<file path="src/rtl/segment_request_gen.sv">
// Turns chooser segment numbers into base+LFSR-offset memory requests on a valid/ready port.
// Define SEGMENT_REQUEST_GEN_STATS_EN to add saturating per-segment accepted-request counters.
module segment_request_gen #(
  parameter int ADDR_WIDTH   = 32,
  parameter int OFFSET_WIDTH = 10,
  parameter int COUNT_WIDTH  = 16
) (
  input  logic                    in_clock,
  input  logic                    in_reset,
  input  logic                    in_enable,
  input  logic [1:0]              in_segment_number,
  input  logic [ADDR_WIDTH-1:0]   in_base0,
  input  logic [ADDR_WIDTH-1:0]   in_base1,
  input  logic [ADDR_WIDTH-1:0]   in_base2,
  input  logic [ADDR_WIDTH-1:0]   in_base3,
  input  logic [OFFSET_WIDTH-1:0] in_seed,
  input  logic [1:0]              in_write_mode,
  input  logic [COUNT_WIDTH-1:0]  in_num_requests,
  input  logic                    in_req_ready,
  output logic                    out_choose_enable,
  output logic                    out_req_valid,
  output logic [ADDR_WIDTH-1:0]   out_req_addr,
  output logic                    out_req_write,
  output logic                    out_busy,
  output logic                    out_done
`ifdef SEGMENT_REQUEST_GEN_STATS_EN
  ,
  output logic [COUNT_WIDTH-1:0]  out_seg_count0,
  output logic [COUNT_WIDTH-1:0]  out_seg_count1,
  output logic [COUNT_WIDTH-1:0]  out_seg_count2,
  output logic [COUNT_WIDTH-1:0]  out_seg_count3
`endif
);

  typedef enum logic [1:0] {IDLE, RUN, DONE} state_t;

  state_t                  state;
  logic [OFFSET_WIDTH-1:0] lfsr;
  logic [COUNT_WIDTH-1:0]  issued;
  logic [COUNT_WIDTH-1:0]  num_latched;
  logic [1:0]              mode_latched;
  logic                    aborting;
  logic [ADDR_WIDTH-1:0]   base_sel;
  logic                    slot;
  logic                    transfer;
  logic                    run_start;

  assign transfer  = out_req_valid && in_req_ready;
  assign run_start = (state == IDLE) && in_enable && (in_num_requests != '0);
  assign slot      = (state == RUN) && in_enable && !aborting &&
                     (issued < num_latched) && (!out_req_valid || in_req_ready);

  assign out_choose_enable = slot;
  assign out_busy          = (state == RUN);
  assign out_done          = (state == DONE);

  always_comb begin
    base_sel = in_base0;
    case (in_segment_number)
      2'd0: base_sel = in_base0;
      2'd1: base_sel = in_base1;
      2'd2: base_sel = in_base2;
      2'd3: base_sel = in_base3;
      default: base_sel = in_base0;
    endcase
  end

  // Once enable drops in RUN, the aborting flag keeps a re-raised enable from restarting slots
  // until the pending request has drained and the FSM is back in IDLE.
  always_ff @(posedge in_clock) begin
    if (in_reset) begin
      state         <= IDLE;
      lfsr          <= OFFSET_WIDTH'(1);
      issued        <= '0;
      num_latched   <= '0;
      mode_latched  <= '0;
      aborting      <= 1'b0;
      out_req_valid <= 1'b0;
      out_req_addr  <= '0;
      out_req_write <= 1'b0;
    end else begin
      case (state)
        IDLE: begin
          if (in_enable) begin
            if (in_num_requests != '0) begin
              state        <= RUN;
              lfsr         <= (in_seed == '0) ? OFFSET_WIDTH'(1) : in_seed;
              issued       <= '0;
              num_latched  <= in_num_requests;
              mode_latched <= in_write_mode;
              aborting     <= 1'b0;
            end else begin
              state <= DONE;
            end
          end
        end
        RUN: begin
          if (transfer)
            out_req_valid <= 1'b0;
          if (slot) begin
            out_req_valid <= 1'b1;
            out_req_addr  <= base_sel + {{(ADDR_WIDTH-OFFSET_WIDTH){1'b0}}, lfsr};
            out_req_write <= mode_latched[1] ? lfsr[0] : mode_latched[0];
            issued        <= issued + 1'b1;
            lfsr          <= {lfsr[OFFSET_WIDTH-2:0], lfsr[9] ^ lfsr[6]};
          end
          if (aborting || !in_enable) begin
            if (!out_req_valid || transfer) begin
              state    <= IDLE;
              aborting <= 1'b0;
            end else begin
              aborting <= 1'b1;
            end
          end else if (transfer && (issued == num_latched)) begin
            state <= DONE;
          end
        end
        DONE: begin
          if (!in_enable)
            state <= IDLE;
        end
        default: state <= IDLE;
      endcase
    end
  end

`ifdef SEGMENT_REQUEST_GEN_STATS_EN
  logic [1:0]             req_seg;
  logic [COUNT_WIDTH-1:0] seg_count [4];

  // The segment travels with the pending request so the count lands on the accepting edge.
  always_ff @(posedge in_clock) begin
    if (in_reset || run_start) begin
      req_seg <= '0;
      for (int i = 0; i < 4; i++)
        seg_count[i] <= '0;
    end else begin
      if (slot)
        req_seg <= in_segment_number;
      if (transfer && (state == RUN) && (seg_count[req_seg] != '1))
        seg_count[req_seg] <= seg_count[req_seg] + 1'b1;
    end
  end

  assign out_seg_count0 = seg_count[0];
  assign out_seg_count1 = seg_count[1];
  assign out_seg_count2 = seg_count[2];
  assign out_seg_count3 = seg_count[3];
`endif

endmodule
</file>
<file path="config.mk">
export PLATFORM = sky130hd
export DESIGN_NAME = segment_request_gen
export DESIGN_NICKNAME = d
export VERILOG_FILES = /design/src/rtl/segment_request_gen.sv
export SDC_FILE = /design/constraint.sdc
export NUM_CORES = 1
export LEC_CHECK = 0
export CORE_AREA = 3 3 112 114
export CTS_BUF_LIST = sky130_fd_sc_hd__clkbuf_2
export CTS_CLUSTER_SIZE = 16
export DETAILED_ROUTE_END_ITERATION = 8
export DIE_AREA = 0 0 115 117
export GPL_TIMING_DRIVEN = 0
export HOLD_SLACK_MARGIN = 0.15
export PLACE_DENSITY = 0.87
export SYNTH_ARGS = -nofsm -noshare
export SYNTH_HDL_FRONTEND = slang
export SYNTH_SLANG_ARGS = --single-unit
</file>
<file path="constraint.sdc">
create_clock -name in_clock -period 3.7 [get_ports in_clock]
set_input_delay 0.37 -clock in_clock [delete_from_list [all_inputs] [get_ports in_clock]]
set_output_delay 0.37 -clock in_clock [all_outputs]
set_load 0.005 [all_outputs]
</file>
**Word-level counts from Yosys, hierarchy flattened**

Index checks and enable logic that the tools add are counted.

- Register bits: 81
- Bits of input ports: 162
- Output and inout port bits: 37
- Word-level logic and storage cells: 75

- Add/subtract/negate cells: 2
- Order comparisons: 1
- Eq/ne operators: 13
- Muxes and demuxes: 25
- Bitwise operators: 1
- Reductions and logical operators: 24

Operators with widths:

| cell | number |
|---|---|
| one-hot mux 32 bit (4 select lines) | 1 |
| two-way mux 16 bit | 3 |
| two-way mux 10 bit | 4 |
| adder 32 x 10 -> 32 bit | 1 |
| one-hot mux 16 bit (2 select lines) | 1 |
| one-hot mux 10 bit (2 select lines) | 1 |
| adder 16 x 1 -> 16 bit, second input constant | 1 |
| equality test 16 bit | 1 |
| less-than comparator 16 bit | 1 |
| nonzero test 16 bit | 1 |
| two-way mux 2 bit | 6 |
| AND reduction 4 bit | 3 |
| zero test 10 bit | 1 |
| two-way mux 1 bit | 7 |
| equality test 2 bit, second input constant | 3 |
| logical AND 1 bit | 6 |
| != test 2 bit, second input constant | 3 |
| one-hot mux 2 bit (3 select lines) | 1 |
| equality test 2 x 1 -> 1 bit, second input constant | 2 |
| zero test 2 bit | 2 |
| != test 2 x 1 -> 1 bit, second input constant | 2 |
| AND reduction 2 bit | 2 |
| nonzero test 2 bit | 2 |
| zero test 1 bit | 3 |
| 6 further kinds | 8 |

**Longest topological paths before layout**

- Word-level depth: 7
- Gate-level depth with buffers: 15
- Gate-level depth less buffers: 11

**Least setup slack after synthesis**

Ideal clock, no wire load.

- Path kind: input -> register
- Start point: input in_segment_number[1]
- End point: register out_req_addr[18]
- Data arrival time: 3,362 ps
- Data required time: 3,614 ps
- Path slack: 252 ps
- Stages: 13
- Path buffers: 4
- Cell sequence: buf_6 > buf_12 > buf_12 > buf_2 > mux4_2 > ha_1 > a21o_1 > a21o_1 > a21o_1 > nor2_1 > and4bb_2 > xnor2_1 > a211oi_1

- Word-level cells in the longest chain between the ends: 3

RTL lines:

| element | line | source |
|---|---|---|
| start, declared | 11 | `input logic [1:0] in_segment_number,` |
| equality test 2 bit (tied with other cells) | 59 | `case (in_segment_number)` |
| one-hot mux 32 bit (4 select lines) (*) | 59 |  |
| adder 32 x 10 -> 32 bit (*) | 102 | `out_req_addr <= base_sel + {{(ADDR_WIDTH-OFFSET_WIDTH){1'b0}}, lfsr};` |
| end signal, assigned | 102 |  |
| end, declared | 22 | `output logic [ADDR_WIDTH-1:0] out_req_addr,` |

Mark *: on every way between the ends. The rest lies on a longest branch, timed or not.
A chain may end at the register's enable or synchronous reset.

**Worst setup path in the final report**

- Start point: register issued[11]
- End point: output out_choose_enable

- Word-level cells in the longest chain between the ends: 3

RTL lines:

| element | line | source |
|---|---|---|
| start, declared | 39 | `logic [COUNT_WIDTH-1:0] issued;` |
| start signal, assigned | 104 | `issued <= issued + 1'b1;` |
| less-than comparator 16 bit | 51 | `(issued < num_latched) && (!out_req_valid \|\| in_req_ready);` |
| logical AND 1 bit | 50 | `assign slot = (state == RUN) && in_enable && !aborting &&` |
| logical AND 1 bit | 51 |  |
| end, declared | 20 | `output logic out_choose_enable,` |

No other way between the ends.

==> impl_metrics.toml <==
[sta]
fin_setup_tns_ns = 0
hold_viol_final = 0
fin_crit_ns = 3.47
tightest_slew_ns = 0.530
relSlewSlack_pct = 64.7
rsz0062_at_grt = "false"
period_share_pct = 93.8
finalClockSkew_ns = 0.0397
finalWorstSetupSlack_ns = 0.229
finalSetupViolCount = 0
max_freq_ghz = 0.288
drv_slew = 0

[synth]
ys_top_cells_by_area = "dfxtp_1 30%, mux4_2 13%, ha_1 6.3%"
yosysSeqAreaShare_pct = 30.3
synthTopCellsByCount = "88 x nor2_1, 81 x dfxtp_1, 54 x nand2_1"
synth_edf_count = 0
synthCells = 576
ys.flop_type = "dfxtp_1"
synth_area_mm2 = 0.00536
yosysTopAreaCell = "dfxtp_1"
syn_area_per_cell_um2 = 9.30
synth_nets = 766
synth_cell_types = 60
ys.warnings.count = 0
ys_seq_elements = 81
async_flop_share_pct = 0
yosysMostFrequentCell = "nor2_1"
synth_top_area_share_pct = 30.3

[clocking]
htreeDepth = 3
path_clk_slew_ns = 0.24
clock_tree.root_cell = "clkbuf_2"
insertion_delay_ns = 0.56
cts_sinks = 81
cts_max_path_buffers = 2
cts_tree = "built"
cts_made_buffers = 9

[floorplan]
fp-row-count = 39
io_pins = 199
core_mm2 = 0.0115
die_w_um = 115
dieArea_mm2 = 0.0135
die_h_um = 117
start_util_pct = 46.5

[setup_path]
start_kind = "register"
worstPathRequired_ns = 3.33
reg2reg_from = "issued[11]"
crit_type = "reg -> out"
cp.arrival_ns = 3.10
crit_path_start = "issued[11]"
ff2ff_setup_slack_ns = 0.99
cp_max_fo = 19
r2r_end = "out_req_addr[19]"
end_kind = "output pin"
r2r_cells = 9

[detailed_routing]
routed_wl_mm = 17.6
postRouteAntennaNets = 0
post_drt_wl_per_cell_um = 18.9
drt_iter0_drc = 224
viasPerCell = 5.59
drt-pass1-iter-count = 4
drc = 0
vias = 5208

[global_route]
grt_max_degree = 20
grt_pass1_vias = 5567
grt_pass1_wl_mm = 27.4
grt_overflow = 0
antenna_found_initial = 0
grt_usage_pct = 26.1

[placement]
postPlaceCellArea_mm2 = 0.00751
gp_congestion = 0.928
io_buffers = 197
hpwl_mm = 15.0
post-place-ws_ns = -0.863

[layout]
finalInstanceArea_mm2 = 0.00760
postLayoutCoreUtil_pct = 66.0
drive_gt1_share_pct = 10.4
nets = 972
syn_to_final_growth_pct = 41.8

[power_and_ir_drop]
p_leak_uw = 0.00282
ir_drop_uv = 140
p_per_area_mw_per_mm2 = 292
power.total_uw = 2210

[run]
timing.max_cap.violations = 0

[worst_hold_path]
holdPathStages = 3
whs_endpoint = "lfsr[5]"
hp-class = "in -> reg"
worstHoldStart = "in_seed[5]"

[status]
outcome = "finished, final reports clean"
## metal layers
metal / GRT usage, % / vias up / part of all wire, %
met5: 0 / - / 0
met4: 12.5 / 0 / 3.9
met3: 5.35 / 47 / 5.7
met2: 49.5 / 198 / 54
met1: 27.3 / 2471 / 36
li1: - / 2492 / -
## worst max path at each step
stage                              to  slack (ns)  depth (start not counted)
floorplan            out_req_addr[18]        0.25                         13
global placement     out_req_addr[29]       -0.69                         13
detailed placement   out_req_addr[19]       -0.86                         13
CTS                 out_choose_enable       0.003                         10
global route        out_choose_enable        0.05                          9
finish              out_choose_enable        0.23                          8
## repair_timing
action,CTS,global route
buffers inserted,0,0
hold buffers,0,0
gates resized for setup,2,0
endpoints found under the setup margin,16,1
## worst max-delay path, stage by stage (launching register included)
cell,delay [ns]
dfxtp_1,0.41
ha_1,0.33
nand4_1,0.17
nor4_1,0.37
a21boi_1,0.27
nand4b_1,0.19
inv_1,0.07
buf_2,0.23
clkdlybuf4s50_1,0.49
## cell usage in the layout (no fill, tap or decap), drive strengths merged, types with 4 or more instances in the layout
cell	netlist	final
xor2	12	12
inv	28	28
nand4	7	7
a311oi	10	10
nand2	54	54
buf	18	17
and3	5	5
a211o	4	4
a21o	5	5
clkbuf	16	26
xnor2	33	33
nor3	7	7
a21oi	26	26
nand2b	8	8
a211oi	32	32
nor4	8	8
ha	27	27
o21ai	5	5
nand3	10	10
mux4	31	31
mux2i	22	22
o211ai	6	6
dfxtp	81	81
clkdlybuf4s50	0	197
nor2b	4	4
nor2	90	90
## power breakdown
group	internal (uW)	total [uW]	switching [uW]
combinational	448	824	376
clock	90.6	405	315
sequential	937	985	48.7
total	1470	2210	740
## logic make-up after synthesis
| group | after synthesis | share of synthesized area, % |
|---|---|---|
| and+or+nand+nor | 204 | 18.3 |
| AOI/OAI and AO/OA | 102 | 14.4 |
| DFF | 81 | 30.3 |
| buffers and inverters | 62 | 5.63 |
| muxes | 54 | 17.4 |
| xor gates and xnor gates | 45 | 7.36 |
| adders and majority gates | 28 | 6.68 |
## layout make-up
cell class | count | area, um2
Antenna cell | 1 | 2.50
Clock buffer | 11 | 55.1
Clock inverter | 5 | 32.5
Timing Repair Buffer | 197 | 1970
Fill cell | 904 | 3920
Multi-Input combinational cell | 433 | 3440
Buffer | 32 | 189
Sequential cell | 81 | 1620
Tap cell | 143 | 179
Inverter | 28 | 105
## sequential cells by signal (all words and copies together), names as in the netlist
name,count
issued,16
out_req_write,1
mode_latched,2
state,2
num_latched,16
out_req_valid,1
lfsr,10
aborting,1
out_req_addr,32
## per-stage QoR
stage | std cells | hold WS [ns]
5_1_grt | 930 | 0.402
4_1_cts | 931 | 0.406
3_5_place_dp | 916 | 0.453
2_1_floorplan | 576 | 0.448
6_report | 931 | 0.418
3_3_place_gp | 916 | 0.446
Power figures use the tool's default switching activity.
==> variant: new RTL, same settings <==
Register the input `in_write_mode` before use, without a reset. The logic sees it one clock later. The other inputs are not delayed to match.
--- a/src/rtl/segment_request_gen.sv
+++ b/src/rtl/segment_request_gen.sv
@@ -33,6 +33,12 @@
 );
 
   typedef enum logic [1:0] {IDLE, RUN, DONE} state_t;
+
+  logic [1:0] in_write_mode_q;
+
+  always_ff @(posedge in_clock) begin
+    in_write_mode_q <= in_write_mode;
+  end
 
   state_t                  state;
   logic [OFFSET_WIDTH-1:0] lfsr;
@@ -87,7 +93,7 @@
               lfsr         <= (in_seed == '0) ? OFFSET_WIDTH'(1) : in_seed;
               issued       <= '0;
               num_latched  <= in_num_requests;
-              mode_latched <= in_write_mode;
+              mode_latched <= in_write_mode_q;
               aborting     <= 1'b0;
             end else begin
               state <= DONE;
Function: changed (a bounded check fails within 4 cycles, from zero or initial values and one cycle with in_reset high).
==> variant against the unedited design <==
Synthesized area increased by 2.3%. Combinational power fell by 2%. Global-route usage rose by 3.0 points. Core utilization rose by 2.0 points. Worst setup slack got worse by 0.15 ns. Count of clock-buffer cells in the layout decreased by 2. Total power is 5.7% higher. Cell area up 3.1%. Synthesized cell count up 8.5%. Sequential cell count increased by 2. Routed wire length increased by 11%. Critical endpoint unchanged. Largest power group unchanged. Highest routed layer unchanged.
==> variant: results <==
grt:
  gr-usage-met3: 0.0627
  globalRouteTotalUtil: 0.290
  grt_pass1_wl_um: 30400
  grt_pass1_vias: 6159
  use_met1: 0.311
detailed_routing:
  vias: 5939
  drt_iter0_drc: 404
yosys:
  synth-seq-area-share: 0.303
  post-synth-top-count-cell: "nand2_1"
  synth_area_leaders: "dfxtp_1, mux4_2, ha_1"
  synth_common_cells: "nand2_1, dfxtp_1, a21oi_1"
clocking:
  clk_pin_slew_ns: 0.29
  clock_latency_ns: 0.60
placement:
  numPortBuffers: 196
  gp_congestion: 0.936
  place_ws_ns: -0.820
  post-dp-hpwl_um: 15800
critical_path:
  slowest_delay_ns: 0.46
  crit_arrival_ns: 3.25
  critPathMaxFanout: 10
final_layout:
  seqCellArea_mm2: 0.00167
  fin_nets: 1026
  drive_gt1_frac: 0.0916
  fill_cells: 882
pwr:
  p_leak_nw: 2.89
  swShare: 0.340
sta:
  fin_skew_ns: 0.0499
  relSlewSlack: 0.535
worst_hold_path:
  hold_depth: 2
run_status:
  outcome: "complete, no violations"
## variant: cell count changes after synthesis, sizes merged, moves of 7 or more
cell and delta:
a211oi -11, o31ai +9, nor3 +7, nand2 +30
a21o +7, o2111ai +8, xnor2 -25, a21oi +27
mux2i -10, nor2 -66, a31oi +9, o21ai +26
## variant: final cells by class
class                   count  area share
clock inverters             7     0.00943
well taps                 143      0.0229
plain buffers              40      0.0251
flip-flops and latches     83       0.213
multi-input cells         470       0.453
diodes                      1    0.000320
clock buffers               9     0.00575
inverters                  31      0.0152
repair buffers            201       0.256
## variant: final timing paths
path	from	end	slack, ns
worst max-delay path	issued[8]$_SDFFE_PP0P_	out_choose_enable	0.08
worst min-delay path	in_reset	out_req_addr[8]$_SDFFE_PP0P_	0.23
worst max register to register	lfsr[0]$_SDFFE_PP1P_	out_req_addr[20]$_SDFFE_PP0P_	0.70
worst min register to register	in_write_mode_q[1]$_DFF_P_	mode_latched[1]$_SDFFE_PP0P_	0.47
## variant: logic make-up after synthesis
logic type | share of synthesized area
AO/OA/AOI/OAI | 0.216
adder cells (fa/ha/maj) | 0.0653
XOR/XNOR | 0.0240
multiplexers | 0.155
flip-flops | 0.303
buffers and inverters | 0.0564
AND/OR/NAND/NOR | 0.180
## variant: power by group through the flow
stage | registers (mW) | clock network [mW] | logic (mW)
2_1_floorplan | 1.01 | 0 | 0.427
4_1_cts | 1.00 | 0.523 | 0.796
5_1_grt | 1.01 | 0.562 | 0.879
3_5_place_dp | 1.02 | 0 | 0.786
6_report | 1.00 | 0.526 | 0.810
3_3_place_gp | 1.02 | 0 | 0.758
## variant: per-stage QoR
| stage | instances | hold WS, ns |
|---|---|---|
| floorplan | 625 | 0.398 |
| global placement | 964 | 0.431 |
| detailed placement | 964 | 0.446 |
| CTS | 979 | 0.160 |
| global route | 985 | 0.237 |
| finish | 985 | 0.230 |
## variant: critical path, delay by kind of cell (launching register included)
family,cells,cell delay (ns)
buffers and inverters,4,0.95
DFF,1,0.44
and+or+nand+nor,2,0.55
adders and majority gates,1,0.32
AOI/OAI and AO/OA,2,0.41
## variant: metal layers
metal,wire length (µm),vias up
met2,10300,274
met4,986,0
met3,1200,71
met5,0,-
met1,7010,2813
li1,-,2781
## variant: repair_timing
action	in CTS	in global routing
cloned	0	0
endpoints found under the hold margin	0	2
setup endpoints to repair	4	4
pin swaps	1	0
resized for setup	9	3
setup buffers	0	3
hold buffers	0	2
